<file path="src/rtl/pi_loop_filter_gs_pkg.sv">
// Shared types and arithmetic helpers for the PI loop filter.
// Helpers work on a wide signed type so callers never overflow intermediates.
package loop_filter_pkg;

  typedef enum logic {LF_ACQ = 1'b0, LF_TRK = 1'b1} lf_state_t;

  localparam int CALC_W = 64;
  typedef logic signed [CALC_W-1:0] calc_t;

  // Symmetric clamp to +/-(2^(width-1)-1).
  function automatic calc_t sat_signed(input calc_t value, input int unsigned width);
    calc_t lim;
    lim = (calc_t'(1) <<< (width - 1)) - calc_t'(1);
    if (value > lim)  return lim;
    if (value < -lim) return -lim;
    return value;
  endfunction

  // Divide by 2^k truncating toward zero, giving a dead zone symmetric about 0.
  function automatic calc_t shift_tz(input calc_t value, input int unsigned k);
    calc_t bias;
    bias = (value < 0) ? ((calc_t'(1) <<< k) - calc_t'(1)) : '0;
    return (value + bias) >>> k;
  endfunction

endpackage

</file>
<file path="src/rtl/pi_loop_filter_gs_lock_detect.sv">
// Lock detector: consecutive-sample counter plus ACQ/TRK state machine.
// Fed from the stage-1 registers, so state changes at the end of cycle N+1.
module lf_lock_detect
  import loop_filter_pkg::*;
#(
  parameter int WERR       = 18,
  parameter int LOCK_THR   = 256,
  parameter int LOCK_CNT   = 64,
  parameter int UNLOCK_CNT = 16
) (
  input  logic            clk,
  input  logic            reset_n,
  input  logic            i_e_valid,
  input  logic [WERR-1:0] i_e_abs,
  input  logic            i_clear,
  output lf_state_t       o_state,
  output logic            o_locked
);

  localparam int CW = $clog2((LOCK_CNT > UNLOCK_CNT ? LOCK_CNT : UNLOCK_CNT) + 1);
  localparam logic [WERR:0] THR = (WERR+1)'(LOCK_THR);

  lf_state_t     r_state;
  logic [CW-1:0] r_cnt;
  logic          r_locked;
  logic          w_qual;
  logic [CW-1:0] w_cnt_inc;

  assign w_qual    = ({1'b0, i_e_abs} <= THR);
  assign w_cnt_inc = r_cnt + CW'(1);

  always_ff @(posedge clk) begin
    if (!reset_n || i_clear) begin
      r_state  <= LF_ACQ;
      r_cnt    <= '0;
      r_locked <= 1'b0;
    end else if (i_e_valid) begin
      case (r_state)
        LF_ACQ: begin
          if (!w_qual) r_cnt <= '0;
          else if (w_cnt_inc == CW'(LOCK_CNT)) begin
            r_state  <= LF_TRK;
            r_cnt    <= '0;
            r_locked <= 1'b1;
          end else r_cnt <= w_cnt_inc;
        end
        LF_TRK: begin
          if (w_qual) r_cnt <= '0;
          else if (w_cnt_inc == CW'(UNLOCK_CNT)) begin
            r_state  <= LF_ACQ;
            r_cnt    <= '0;
            r_locked <= 1'b0;
          end else r_cnt <= w_cnt_inc;
        end
        default: r_state <= LF_ACQ;
      endcase
    end
  end

  assign o_state  = r_state;
  assign o_locked = r_locked;

endmodule

</file>
<file path="src/rtl/pi_loop_filter_gs.sv">
// Two-stage PI loop filter with dead-zone scaling, saturation and lock-driven
// gear shifting. Define PI_LF_GEARSHIFT_EN to switch ACQ/TRK gains; otherwise TRK gains are fixed.
module pi_loop_filter_gs
  import loop_filter_pkg::*;
#(
  parameter int          WERR         = 18,
  parameter int          ACC_WIDTH    = 24,
  parameter int unsigned KP_SHIFT_ACQ = 5,
  parameter int unsigned KI_SHIFT_ACQ = 9,
  parameter int unsigned KP_SHIFT_TRK = 7,
  parameter int unsigned KI_SHIFT_TRK = 11,
  parameter int          LOCK_THR     = 256,
  parameter int          LOCK_CNT     = 64,
  parameter int          UNLOCK_CNT   = 16
) (
  input  logic                   clk,
  input  logic                   reset_n,
  input  logic signed [WERR-1:0] e_in_i,
  input  logic                   e_valid_i,
  input  logic                   freeze_i,
  input  logic                   clear_i,
  output logic signed [WERR-1:0] ctrl_o,
  output logic                   ctrl_val_o,
  output logic                   locked_o,
  output logic                   sat_o
);

`ifdef PI_LF_GEARSHIFT_EN
  localparam bit FIXED_TRK = 1'b0;
`else
  localparam bit FIXED_TRK = 1'b1;
`endif

  localparam calc_t ACC_MAX = (calc_t'(1) <<< (ACC_WIDTH - 1)) - calc_t'(1);

  lf_state_t                    w_state;
  logic                         w_use_trk;
  int unsigned                  w_kp, w_ki;
  calc_t                        w_e;
  logic                         r_s1_vld;
  logic signed [WERR-1:0]       r_prop, r_inc;
  logic [WERR-1:0]              r_abs;
  logic signed [ACC_WIDTH-1:0]  r_acc;
  logic signed [WERR-1:0]       r_ctrl;
  logic                         r_val, r_sat;
  calc_t                        w_acc_upd, w_out_sum, w_out_sat;
  logic                         w_acc_rail;

  assign w_use_trk = FIXED_TRK || (w_state == LF_TRK);
  assign w_kp      = w_use_trk ? KP_SHIFT_TRK : KP_SHIFT_ACQ;
  assign w_ki      = w_use_trk ? KI_SHIFT_TRK : KI_SHIFT_ACQ;
  assign w_e       = calc_t'(e_in_i);

  // Stage 1: scale with the gain set in force during the strobe cycle.
  always_ff @(posedge clk) begin
    if (!reset_n || clear_i) begin
      r_s1_vld <= 1'b0;
      r_prop   <= '0;
      r_inc    <= '0;
      r_abs    <= '0;
    end else begin
      r_s1_vld <= e_valid_i;
      if (e_valid_i) begin
        r_prop <= WERR'(shift_tz(w_e, w_kp));
        r_inc  <= WERR'(shift_tz(w_e, w_ki));
        r_abs  <= w_e[CALC_W-1] ? WERR'(-w_e) : WERR'(w_e);
      end
    end
  end

  lf_lock_detect #(
    .WERR      (WERR),
    .LOCK_THR  (LOCK_THR),
    .LOCK_CNT  (LOCK_CNT),
    .UNLOCK_CNT(UNLOCK_CNT)
  ) u_lock (
    .clk      (clk),
    .reset_n  (reset_n),
    .i_e_valid(r_s1_vld),
    .i_e_abs  (r_abs),
    .i_clear  (clear_i),
    .o_state  (w_state),
    .o_locked (locked_o)
  );

  // Stage 2: the output uses the updated (or frozen) integrator value.
  assign w_acc_upd  = freeze_i ? calc_t'(r_acc)
                               : sat_signed(calc_t'(r_acc) + calc_t'(r_inc), ACC_WIDTH);
  assign w_out_sum  = calc_t'(r_prop) + w_acc_upd;
  assign w_out_sat  = sat_signed(w_out_sum, WERR);
  assign w_acc_rail = (w_acc_upd == ACC_MAX) || (w_acc_upd == -ACC_MAX);

  always_ff @(posedge clk) begin
    if (!reset_n || clear_i) begin
      r_acc  <= '0;
      r_ctrl <= '0;
      r_val  <= 1'b0;
      r_sat  <= 1'b0;
    end else begin
      r_val <= r_s1_vld;
      if (r_s1_vld) begin
        r_acc  <= ACC_WIDTH'(w_acc_upd);
        r_ctrl <= WERR'(w_out_sat);
        r_sat  <= w_acc_rail || (w_out_sat != w_out_sum);
      end
    end
  end

  assign ctrl_o     = r_ctrl;
  assign ctrl_val_o = r_val;
  assign sat_o      = r_sat;

endmodule

</file>
<file path="config.mk">
export PLATFORM = sky130hd
export DESIGN_NAME = pi_loop_filter_gs
export DESIGN_NICKNAME = d
export VERILOG_FILES = /design/src/rtl/pi_loop_filter_gs_pkg.sv /design/src/rtl/pi_loop_filter_gs_lock_detect.sv /design/src/rtl/pi_loop_filter_gs.sv
export SDC_FILE = /design/constraint.sdc
export NUM_CORES = 1
export LEC_CHECK = 0
export BUFFER_PORTS_ARGS = -buffer_cell sky130_fd_sc_hd__buf_2
export CAP_MARGIN = 25
export CORE_MARGIN = 2
export CORE_UTILIZATION = 30
export DETAILED_ROUTE_END_ITERATION = 12
export PLACE_DENSITY = 0.55
export SLEW_MARGIN = 0
export SYNTH_ARGS = -nofsm -noshare
export SYNTH_HDL_FRONTEND = slang
export SYNTH_HIERARCHICAL = 1
export SYNTH_SLANG_ARGS = --single-unit
</file>
<file path="constraint.sdc">
create_clock -name clk -period 17.2 [get_ports clk]
set_input_delay 5.16 -clock clk [delete_from_list [all_inputs] [get_ports clk]]
set_output_delay 5.16 -clock clk [all_outputs]
set_load 0.1 [all_outputs]
</file>
==> results <==
- The floorplan step defined a core boundary enclosing 29600 µm².
- The number of warning messages in the yosys log is 6.
- The number of standard cells after synthesis is 1147.
- The capturing element of the worst setup path is sat_o$_SDFFE_PP0P_.
- The endpoint identified for the worst register-to-register timing path is sat_o$_SDFFE_PP0P_.
- The maximum fanout encountered on the critical timing path is 32.
- The combinational power share is 24.6%.
- The die outline height is 177 µm.
- Counting flops with a built-in enable in the synthesized netlist gives 0.
- The number of clock sinks is 92.
- The boundary pin count is 44.
- Global routing consumed, over all layers together, 16.8% of the routing resources.
- The most common cell in the synthesized netlist is sky130_fd_sc_hd__nor2_1.
- Setup violations remaining at the end of the flow were counted as 0.
- Setup repair after global routing left no endpoint under its margin.
- After routing the design area is 9700 µm².
- Measured along the x axis, the die boundary spans 177 µm.
- Along the worst hold path, the cell count comes to 2.
- The maximum count of clock buffers along a single path is 2.
- The cell that appears most often on the critical path is sky130_fd_sc_hd__nor2_1.
- The async set-or-reset flop fraction in the synthesized netlist is 0%.
- STA classifies the critical path endpoint as a flop.
- The multi-input combinational cells in the finished layout cover a total of 6650 µm².
- The total wire length is 26000 µm.
- In this run the cell area measured after placement is 9390 µm².
- sky130_fd_sc_hd__dfxtp_1 takes more of the synthesized area than any other cell.
- The count of endpoints failing hold in the final timing report is 0.
- Entering global routing, the biggest net connects 83 pins.
- The total number of nets in the final design is 1232.
- The total iterations of the first detailed-routing run is 7.
- The run finished with clean final reports.
- The repair_antennas step left the layout with diodes totalling 0.
- The worst-case headroom to the max-slew limit is 40.0%.
- The startpoint kind of the worst setup timing path is an input port.
- The synthesized netlist occupies a cell area of 8970 µm².
- For the pin with the worst max-slew slack, the measured transition is 0.889 ns.
- The layout cell share with drive strength beyond 1 is 12.6%.
- The clock arrives with 0.0171 ns of skew.
- The switching share of total power is 35.6%.
- In this design, the stage delay of the slowest critical-path cell is 0.57 ns.
- The critical setup path kind is input port to flop.
- The synthesized design contains 92 register bits.
- The clock transition time at the flip-flop clock pins of the worst setup and hold paths is 0.07 ns.
- Row generation in the floorplan step produced 63 rows.
- The via count of the first global-routing pass came to 8021.
- The worst hold path begins at u_lock/o_locked$_SDFFE_PP0P_.
- Once detail routing completed, the nets flagged for antenna violations numbered 0.
- The TritonCTS buffer count is 9.
- The worst endpoint required time is 17.50 ns.
- The synthesized area per cell is 7.82 µm².
- The area used by sequential logic in the layout is 1850 µm².
- For the worst setup path, the data arrival time is 11.98 ns.
- The areal power density over the cells is 59.9 nW/µm².
- Relative to the synthesized area, the layout overhead comes to 8.22%.
- Of the total power, registers draw 38.6%.
- The number of nets in the synthesized netlist is 1244.
- Sorting the synthesized cells by how often they occur yields sky130_fd_sc_hd__nor2_1 (120), sky130_fd_sc_hd__dfxtp_1 (92), sky130_fd_sc_hd__nand2_1 (92), sky130_fd_sc_hd__a21oi_1 (83), sky130_fd_sc_hd__o21ai_0 (70).
- The last weighted congestion value of the routability-driven placer is 0.856.
- The starting DRC count in detailed routing is 532.
- Timing would allow up to 85.6 MHz.
- The level count of the clock H-tree is 3.
- The top cell type's share of synthesized area is 20.5%.
- After detailed routing, the number of remaining DRC violations is 0.
- The summed negative setup slack over all endpoints is 0 ns.
- The share of the Yosys chip area taken by registers is 20.5%.
- By area the synthesized netlist is led by sky130_fd_sc_hd__dfxtp_1 (21%), sky130_fd_sc_hd__ha_1 (8.8%), sky130_fd_sc_hd__nor2_1 (5.0%).
- The startpoint of the most critical register-to-register path is r_inc[7]$_SDFFE_PP0P_.
- After clock tree synthesis, the flow added hold-fix buffers numbering 0.
- The clock tree from TritonCTS is yes.
- The root buffer cell chosen for the clock tree is sky130_fd_sc_hd__clkbuf_16.
- The count of instances resized after the clock tree is built is 0.
- The post-route fraction of the period consumed by the critical path is 67.9%.
- The wire length of the first global-routing pass is 42200 µm.
- At the later pin of the worst-skew pair, clock insertion delay measures 0.38 ns.
- The launch point of the worst path is freeze_i.
- The number of port buffers is 43.
- The number of different library cells used by synthesis comes to 111.
- Internal power comes to 0.374 mW.
- The via count normalized by instance count is 5.55.
- The detailed placer's ending HPWL is 20000 µm.
- The total via count in the routed design is 8490.
- After global routing the overflow that remains totals 0.
- For this design the static power due to leakage is 3.80 nW.
- The die covers 31300 µm².
- The routed design could run at a clock period as short as 11.68 ns.
- The min-delay analysis places its worst path in the category flop to flop.
- The number of maximum-capacitance violations is 0.
- The final core utilization is 32.8%.
- The number of antenna violations at the first check in global routing was 0.
- The final max-slew violation count is 0.
- The slowest cell on the critical path is sky130_fd_sc_hd__ha_1.
- The most frequently used flop master after synthesis is sky130_fd_sc_hd__dfxtp_1.
- In this run the power spent charging and discharging nets is 0.207 mW.
- The peak supply drop is 0.0000507 V.
- The fill cell instance count of the final layout is 3195.
- In this run the post-CTS setup repair buffer count came out at 0.
- For the worst flop-to-flop path, the logic depth is 42.
- The average wire per standard cell is 17.0 µm.
- The clock network accounts for 36.8% of the total power.
- For this configuration, the core starts out at a cell density of 30.3%.
- Across all register-to-register paths, the minimum setup slack is 6.81 ns.
stage by stage:
stage	power [mW]	hold WS, ns	setup slack [ns]	instances
3_3_place_gp	0.370	0.467	5.43	1513
2_1_floorplan	0.338	0.456	6.72	1147
4_1_cts	0.586	0.489	5.65	1530
5_1_grt	0.611	0.511	4.93	1530
3_5_place_dp	0.371	0.477	5.29	1514
6_report	0.581	0.488	5.52	1530
metal layers:
metal  wire length [µm]  vias to the layer above  GRT usage (%)
li1                   -                     4242              -
met1              12400                     4004           22.5
met2              11800                      201           27.3
met3               1070                       43           2.68
met4                712                        0           6.16
met5                  0                        -              0
kinds of logic after synthesis:
family | count (synthesis) | synth area share, %
AND/OR/NAND/NOR | 432 | 25.3
AO/OA/AOI/OAI | 359 | 29.1
buffers and inverters | 107 | 5.32
flip-flops | 92 | 20.5
adder cells (fa/ha/maj) | 74 | 11.2
XOR/XNOR | 64 | 6.34
multiplexers | 19 | 2.14
registers in the layout, indices dropped and copies added (netlist names), 7 cells and up:
register	cells
r_prop	12
r_acc	24
ctrl_o	18
r_inc	8
u_lock/r_cnt	7
r_abs	18
worst max-delay path: cells and delay by family:
kind	cells	cell delay [ns]
buf+inv	4	1.19
simple gates	17	2.66
compound gates	7	1.47
fa+ha+maj	4	1.48
cell type report:
class                           instances  share of cell area, %
Inverter                               34                   1.32
Sequential cell                        92                   19.0
Timing Repair Buffer                   50                   2.89
Clock inverter                          7                  0.890
Clock buffer                            9                   2.32
Tap cell                              390                   5.03
Multi-Input combinational cell        948                   68.5
power by group through the flow:
stage	clock network, mW	registers (mW)	logic [mW]
floorplan	0	0.235	0.103
global placement	0	0.229	0.141
detailed placement	0	0.229	0.142
CTS	0.219	0.224	0.143
global route	0.228	0.225	0.158
finish	0.214	0.224	0.143
worst min path at each step:
stage / end / slack [ns]
2_1_floorplan: u_lock/r_cnt[1]$_SDFFE_PP0P_ / 0.46
3_3_place_gp: ctrl_o[17]$_SDFFE_PP0P_ / 0.47
3_5_place_dp: r_abs[8]$_SDFFE_PP0P_ / 0.48
4_1_cts: r_abs[8]$_SDFFE_PP0P_ / 0.49
5_1_grt: r_abs[11]$_SDFFE_PP0P_ / 0.51
6_report: u_lock/o_locked$_SDFFE_PP0P_ / 0.49
cell usage in the layout (no fill, tap or decap), types with 5 or more instances in the layout:
| cell type | count |
|---|---|
| sky130_fd_sc_hd__o21a_1 | 11 |
| sky130_fd_sc_hd__buf_2 | 43 |
| sky130_fd_sc_hd__or4_1 | 8 |
| sky130_fd_sc_hd__a211oi_1 | 35 |
| sky130_fd_sc_hd__dfxtp_1 | 91 |
| sky130_fd_sc_hd__ha_1 | 63 |
| sky130_fd_sc_hd__nor4_1 | 16 |
| sky130_fd_sc_hd__a31oi_1 | 10 |
| sky130_fd_sc_hd__nor4b_1 | 5 |
| sky130_fd_sc_hd__fa_1 | 11 |
| sky130_fd_sc_hd__a41oi_1 | 5 |
| sky130_fd_sc_hd__buf_4 | 6 |
| sky130_fd_sc_hd__nand2_1 | 92 |
| sky130_fd_sc_hd__a311oi_1 | 15 |
| sky130_fd_sc_hd__a21o_1 | 18 |
| sky130_fd_sc_hd__or2_2 | 7 |
| sky130_fd_sc_hd__inv_1 | 34 |
| sky130_fd_sc_hd__xor2_1 | 29 |
| sky130_fd_sc_hd__o22ai_2 | 10 |
| sky130_fd_sc_hd__nor3_1 | 16 |
| sky130_fd_sc_hd__or3_1 | 11 |
| sky130_fd_sc_hd__and4_1 | 5 |
| sky130_fd_sc_hd__nand4_1 | 27 |
| sky130_fd_sc_hd__o21ai_0 | 69 |
| sky130_fd_sc_hd__a21oi_1 | 83 |
| sky130_fd_sc_hd__nand3_1 | 29 |
| sky130_fd_sc_hd__and2_1 | 12 |
| sky130_fd_sc_hd__o31ai_1 | 9 |
| sky130_fd_sc_hd__clkbuf_16 | 9 |
| sky130_fd_sc_hd__xnor2_1 | 34 |
| sky130_fd_sc_hd__nand2b_1 | 19 |
| sky130_fd_sc_hd__o21ai_1 | 8 |
| sky130_fd_sc_hd__and3_1 | 7 |
| sky130_fd_sc_hd__mux2i_1 | 18 |
| sky130_fd_sc_hd__nor2_1 | 120 |
| sky130_fd_sc_hd__o211ai_1 | 7 |
| sky130_fd_sc_hd__nor2b_1 | 8 |
| sky130_fd_sc_hd__a22oi_1 | 6 |
| sky130_fd_sc_hd__nand4b_1 | 5 |
| sky130_fd_sc_hd__nor2_2 | 11 |
No activity file was read; power rests on OpenSTA's default activity.
